==> src/rtl/vga_fb_write_arbiter.sv <==
// Frame-buffer write-port owner: round-robin between CPU (0) and draw engine (1), plus a full-buffer clear sweep.
// Optional build macro VBLANK_ONLY_EN restricts all writes to vertical blanking.
module vga_fb_write_arbiter #(
  parameter int ADDR_W   = 19,
  parameter int DATA_W   = 8,
  parameter int FB_DEPTH = 307200
) (
  input  logic              iVGA_CLK,
  input  logic              iRST_n,
  input  logic              iVBLANK,
  input  logic              iREQ0,
  input  logic [ADDR_W-1:0] iADDR0,
  input  logic [DATA_W-1:0] iDATA0,
  output logic              oGNT0,
  input  logic              iREQ1,
  input  logic [ADDR_W-1:0] iADDR1,
  input  logic [DATA_W-1:0] iDATA1,
  output logic              oGNT1,
  input  logic              iCLR_START,
  input  logic [DATA_W-1:0] iCLR_DATA,
  output logic              oCLR_BUSY,
  output logic              oWE,
  output logic [ADDR_W-1:0] oWADDR,
  output logic [DATA_W-1:0] oWDATA
);

  typedef enum logic {S_IDLE, S_CLEAR} state_e;

  localparam logic [ADDR_W-1:0] LAST_ADDR = ADDR_W'(FB_DEPTH - 1);

  state_e              state_q, state_d;
  logic [ADDR_W-1:0]   cnt_q, cnt_d;
  logic [DATA_W-1:0]   fill_q, fill_d;
  logic                rr_q, rr_d;
  logic                gnt0_q, gnt0_d;
  logic                gnt1_q, gnt1_d;
  logic                we_q, we_d;
  logic                busy_q, busy_d;
  logic [ADDR_W-1:0]   waddr_q, waddr_d;
  logic [DATA_W-1:0]   wdata_q, wdata_d;
  logic                write_ok;
  logic                elig0, elig1;

`ifdef VBLANK_ONLY_EN
  assign write_ok = iVBLANK;
`else
  logic unused_vblank;
  assign unused_vblank = iVBLANK;
  assign write_ok      = 1'b1;
`endif

  // A requester granted last cycle is masked so it can drop or change its request.
  assign elig0 = iREQ0 & ~gnt0_q;
  assign elig1 = iREQ1 & ~gnt1_q;

  always_ff @(posedge iVGA_CLK or negedge iRST_n) begin
    if (!iRST_n) begin
      state_q <= S_IDLE;
      cnt_q   <= '0;
      fill_q  <= '0;
      rr_q    <= 1'b1;
      gnt0_q  <= 1'b0;
      gnt1_q  <= 1'b0;
      we_q    <= 1'b0;
      busy_q  <= 1'b0;
      waddr_q <= '0;
      wdata_q <= '0;
    end else begin
      state_q <= state_d;
      cnt_q   <= cnt_d;
      fill_q  <= fill_d;
      rr_q    <= rr_d;
      gnt0_q  <= gnt0_d;
      gnt1_q  <= gnt1_d;
      we_q    <= we_d;
      busy_q  <= busy_d;
      waddr_q <= waddr_d;
      wdata_q <= wdata_d;
    end
  end

  always_comb begin
    state_d = state_q;
    cnt_d   = cnt_q;
    fill_d  = fill_q;
    rr_d    = rr_q;
    gnt0_d  = 1'b0;
    gnt1_d  = 1'b0;
    we_d    = 1'b0;
    busy_d  = busy_q;
    waddr_d = waddr_q;
    wdata_d = wdata_q;
    unique case (state_q)
      S_IDLE: begin
        if (iCLR_START) begin
          state_d = S_CLEAR;
          cnt_d   = '0;
          fill_d  = iCLR_DATA;
          busy_d  = 1'b1;
        end else if (write_ok) begin
          // On a tie the requester that did not win last time goes first.
          if (elig0 && (!elig1 || rr_q)) begin
            gnt0_d  = 1'b1;
            we_d    = 1'b1;
            waddr_d = iADDR0;
            wdata_d = iDATA0;
            rr_d    = 1'b0;
          end else if (elig1) begin
            gnt1_d  = 1'b1;
            we_d    = 1'b1;
            waddr_d = iADDR1;
            wdata_d = iDATA1;
            rr_d    = 1'b1;
          end
        end
      end
      S_CLEAR: begin
        if (write_ok) begin
          we_d    = 1'b1;
          waddr_d = cnt_q;
          wdata_d = fill_q;
          if (cnt_q == LAST_ADDR) begin
            state_d = S_IDLE;
            busy_d  = 1'b0;
            cnt_d   = '0;
          end else begin
            cnt_d = cnt_q + 1'b1;
          end
        end
      end
      default: state_d = S_IDLE;
    endcase
  end

  assign oGNT0     = gnt0_q;
  assign oGNT1     = gnt1_q;
  assign oWE       = we_q;
  assign oCLR_BUSY = busy_q;
  assign oWADDR    = waddr_q;
  assign oWDATA    = wdata_q;

endmodule
==> config.mk <==
export PLATFORM = sky130hd
export DESIGN_NAME = vga_fb_write_arbiter
export DESIGN_NICKNAME = d
export VERILOG_FILES = /design/src/rtl/vga_fb_write_arbiter.sv
export SDC_FILE = /design/constraint.sdc
export NUM_CORES = 1
export LEC_CHECK = 0
export ABC_AREA = 1
export CAP_MARGIN = 5
export CORE_MARGIN = 1.5
export CORE_UTILIZATION = 30
export CTS_CLUSTER_DIAMETER = 50
export DETAILED_ROUTE_END_ITERATION = 10
export MAX_ROUTING_LAYER = met4
export PLACE_DENSITY_LB_ADDON = 0.1
export SYNTH_ARGS = -nofsm -noshare
export SYNTH_HDL_FRONTEND = slang
export SYNTH_SLANG_ARGS = --single-unit
==> constraint.sdc <==
create_clock -name iVGA_CLK -period 1.4 [get_ports iVGA_CLK]
set_input_delay 0.21 -clock iVGA_CLK [delete_from_list [all_inputs] [get_ports iVGA_CLK]]
set_output_delay 0.21 -clock iVGA_CLK [all_outputs]
set_load 0.02 [all_outputs]
# == Yosys cells after proc, flatten, opt, wreduce, memory -nomap -nowiden ==
# Index checks and enable logic that the tools add are counted.
# word_totals
register_bits,60
word_cells,59
latch_bits,0
romBits,0
mem_bits_rw,0
n_memories,0
input_bits,68
# op_classes
magnitude_cmp,0
n_div,0
multipliers,0
eq_ne,5
n_reduce_logical,8
mux,29
n_bitwise,6
addsub,1
shift,0
# op_table
operator,count
$mux W19,5
$pmux W19 S2,2
$mux W8,3
$add A19 B1 Y19 const B,1
$eq A19 B19 Y1 const B,1
$pmux W8 S2,1
$mux W1,15
$pmux W1 S2,3
$reduce_and A2 Y1,3
$ne A2 B2 Y1 const B,2
$not A1 Y1,4
$ne A3 B3 Y1 const B,1
$reduce_and A3 Y1,1
$and A1 B1 Y1,2
$ne A2 B1 Y1 const B,1
$reduce_bool A2 Y1,1
$logic_and A1 B1 Y1,1
$logic_not A1 Y1,1
$logic_or A1 B1 Y1,1

# == Logic depth before layout (Yosys ltp) ==
# logic_depth
word_depth,8
mapped_depth,9
depth_no_buf,9

# == Worst setup path before layout ==
# OpenSTA, ideal clock, no wires.
# synth_timing
kind,register to register
from,register cnt_q[1]
to,register cnt_q[13]
slack_ns,0.094
arrival_ns,1.189
setup_ns,0.117
synth_period_minus_slack_ns,1.306
stages_incl_launch_ff,9
cell_sequence,dfrtp_1 ha_1 nand2_2 nor2_4 nand3_1 nor2_2 nor2_2 nand3_1 nand2_1
# synth_via
elab_chain_cells,3
# synth_rtl
element,line_no,source
from (decl),32,"logic [ADDR_W-1:0] cnt_q, cnt_d;"
from (signal assigned),70,cnt_q <= cnt_d;
$add A19 B1 Y19 / $eq A19 B19 Y1 (equally long branches),"127, 122",
$mux W19 (*),122,if (cnt_q == LAST_ADDR) begin
$pmux W19 S2 (*),93,unique case (state_q)
# Mark *: on every way between the ends. The rest lies on a longest branch, timed or not.
# A chain may end at the register's enable or synchronous reset.

# == Worst setup path after layout ==
# layout_timing
from,register cnt_q[0]
to,register cnt_q[3]
# The elaborated chain is that of the path after synthesis.

==> run metrics <==
Worst Tran Pin Value 0.469 ns; total power 0.00363 W; Worst-path clk slew 0.07 ns; commonest non-fill, non-tap cell in the layout nand2_1; number of remaining DRC errors 0; post-synthesis sequential area ratio 46.0%; Post-DP HPWL 6840 µm; Clock H-tree levels 3; Final Max Slew Viols 0; DR vias 3167; placer's final routability congestion estimate 0.887; gr usage total 17.3%; RSZ-0062 raised after global routing yes; max_cap viols 0; Critical Path Fanout Max 7; first-pass iteration count of the detailed router 4; Fin Hold WS 0.353 ns; Critical Path Max Stage Delay 0.35 ns; Ys Warns 0; core area 0.0105 mm²; clk sinks 60; largest net degree at the start of global routing 38; TritonCTS Buffers 9; Pwr Density 735 mW/mm²; n_diodes 0; leakage 2.49 nW; Die X 107 µm; relative slew slack 68.8%; vias in the first global route 3105; #FFs+latches synth 60; skew final 0.0101 ns; fmax 0.718 GHz; slowest stage cell, crit path dfrtp_1; Synth Cell Area 0.00327 mm²; first-pass GRT wire length 15000 µm; CP required 1.63 ns; Remaining Overflow, GRT 0; clock latency on the worst-skew pair 0.34 ns; final setup fails 0; most frequent cells in the layout nand2_1 (111), clkdlybuf4s50_1 (65), dfrtp_1 (58); vias per std cell 4.60; row count 37; Period Utilization, post-route 99.5%; Layout Nets 618; Final Critical Period 1.39 ns; critical path class register to register; CP Cell Sequence ha_2, nand2_2, nor2_4, nand2_4, nor2_8, nand2_4, nand2_8, o21ai_1; routed wire length per instance 13.7 µm; syn nets 486; startpoint types register; Die ar. 0.0115 mm²; Worst EP arrival 1.62 ns; Boundary Pins 99; initial cell density of the core 31.2%; CP delay by family, top simple AND/OR/NAND/NOR gates; Max Buffers Root-to-Sink 2; Die H 107 µm; run status completed; crit-path most repeated cell nand2_4; post-synth cell types 30; share of layout cells above drive strength 1 18.4%; Max VDD drop 0.421 mV; clk root buf clkbuf_8; Crit path buffers/inverters 0; CTS tree done; initial antenna violation count 0; setup_tns 0 ns; DRT Wirelength 9470 µm; Routed Antenna Nets 0; Mapped Cells 417; Hold Vio Cnt, Final 0; Avg Inst Size Synth 7.83 µm²; endpoint type of the worst setup path register; Hold WC Path Type input pin to async pin; Area Overhead vs Synth 51.3%; IO Port Bufs 97; initial DRC count 173
-- repair_timing --
item / 4_1_cts / 5_1_grt
endpoints found under the setup margin: 39 / 19
gates resized for setup: 40 / 14
gates cloned: 0 / 1
hold buffers: 1 / 0
buffers inserted: 1 / 1
pin swaps: 4 / 4
endpoints found under the hold margin: 12 / 0
-- area by class of cell --
type                       count  area (µm²)
tap                          136         170
timing repair buffer         135        1310
clock buffer                  10         138
multi-input combinational    290        1570
sequential                    60        1500
clock inverter                 5        52.6
inverter                      53         199
fill                        1085        5520
-- stage by stage --
step           std cells  setup WS [ns]  area [µm²]  util (%)
6_report             689        0.00712        4940      47.2
5_1_grt              689        -0.0905        4940      47.2
4_1_cts              687        -0.0310        4850      46.4
3_5_place_dp         670         -0.162        4640      44.4
3_3_place_gp         670         -0.160        4640      44.4
2_1_floorplan        417         0.0937        3270         -
-- cells in the mapped netlist (all sizes together) --
master | count | share of area [%]
a21oi | 27 | 4.1
a32o | 1 | 0.31
buf | 12 | 2.6
clkbuf | 2 | 0.23
dfrtp | 59 | 45
dfstp | 1 | 0.80
ha | 1 | 0.38
inv | 53 | 6.1
mux2 | 8 | 2.8
nand2 | 121 | 15
nand3 | 45 | 6.9
nand4 | 3 | 0.57
nor2 | 31 | 5.4
o21ai | 39 | 6.2
o21bai | 5 | 1.1
o22ai | 3 | 0.57
or2 | 1 | 0.19
xnor2 | 1 | 0.27
xor2 | 4 | 1.1
-- metal layers --
layer  vias up  global-route usage, %  part of all wire, %
met5         -                      -                    0
met2        68                   27.3                   46
met4         0                   6.48                  1.8
li1       1606                      -                    -
met1      1478                   22.0                   48
met3        15                   3.45                  3.9
-- state kept, by name, indices dropped and copies added (netlist names) --
signal	cells
oWADDR	19
oGNT0	1
oGNT1	1
oWE	1
cnt_q	19
fill_q	8
rr_q	1
oWDATA	8
state_q	1
oCLR_BUSY	1
-- where the power goes --
group	total [W]	switching, W	internal [W]
Combinational	0.000330	0.000124	0.000207
Clock	0.00157	0.000714	0.000851
Sequential	0.00174	0.000000348	0.00174
Total	0.00363	0.000838	0.00279
-- final timing paths --
kind / cells past startpoint / slack [ns] / endpoint / startpoint
max: 8 / 0.007 / cnt_q[3] / cnt_q[0]
min: 2 / 0.35 / oWADDR[8] / iRST_n
max reg2reg: 8 / 0.007 / cnt_q[3] / cnt_q[0]
min reg2reg: 2 / 0.49 / oWDATA[0] / fill_q[0]
max in group asynchronous: 3 / 0.53 / fill_q[0] / iRST_n
min in group iVGA_CLK: 3 / 0.47 / oWDATA[0] / iDATA0[0]
-- cells by family after synthesis --
group,synth area share (%)
buffers and inverters,8.93
muxes,2.76
adders and majority gates,0.383
AOI/OAI and AO/OA,12.4
and+or+nand+nor,28.2
xor gates and xnor gates,1.34
DFF,46.0
No activity file was read; power rests on OpenSTA's default activity.
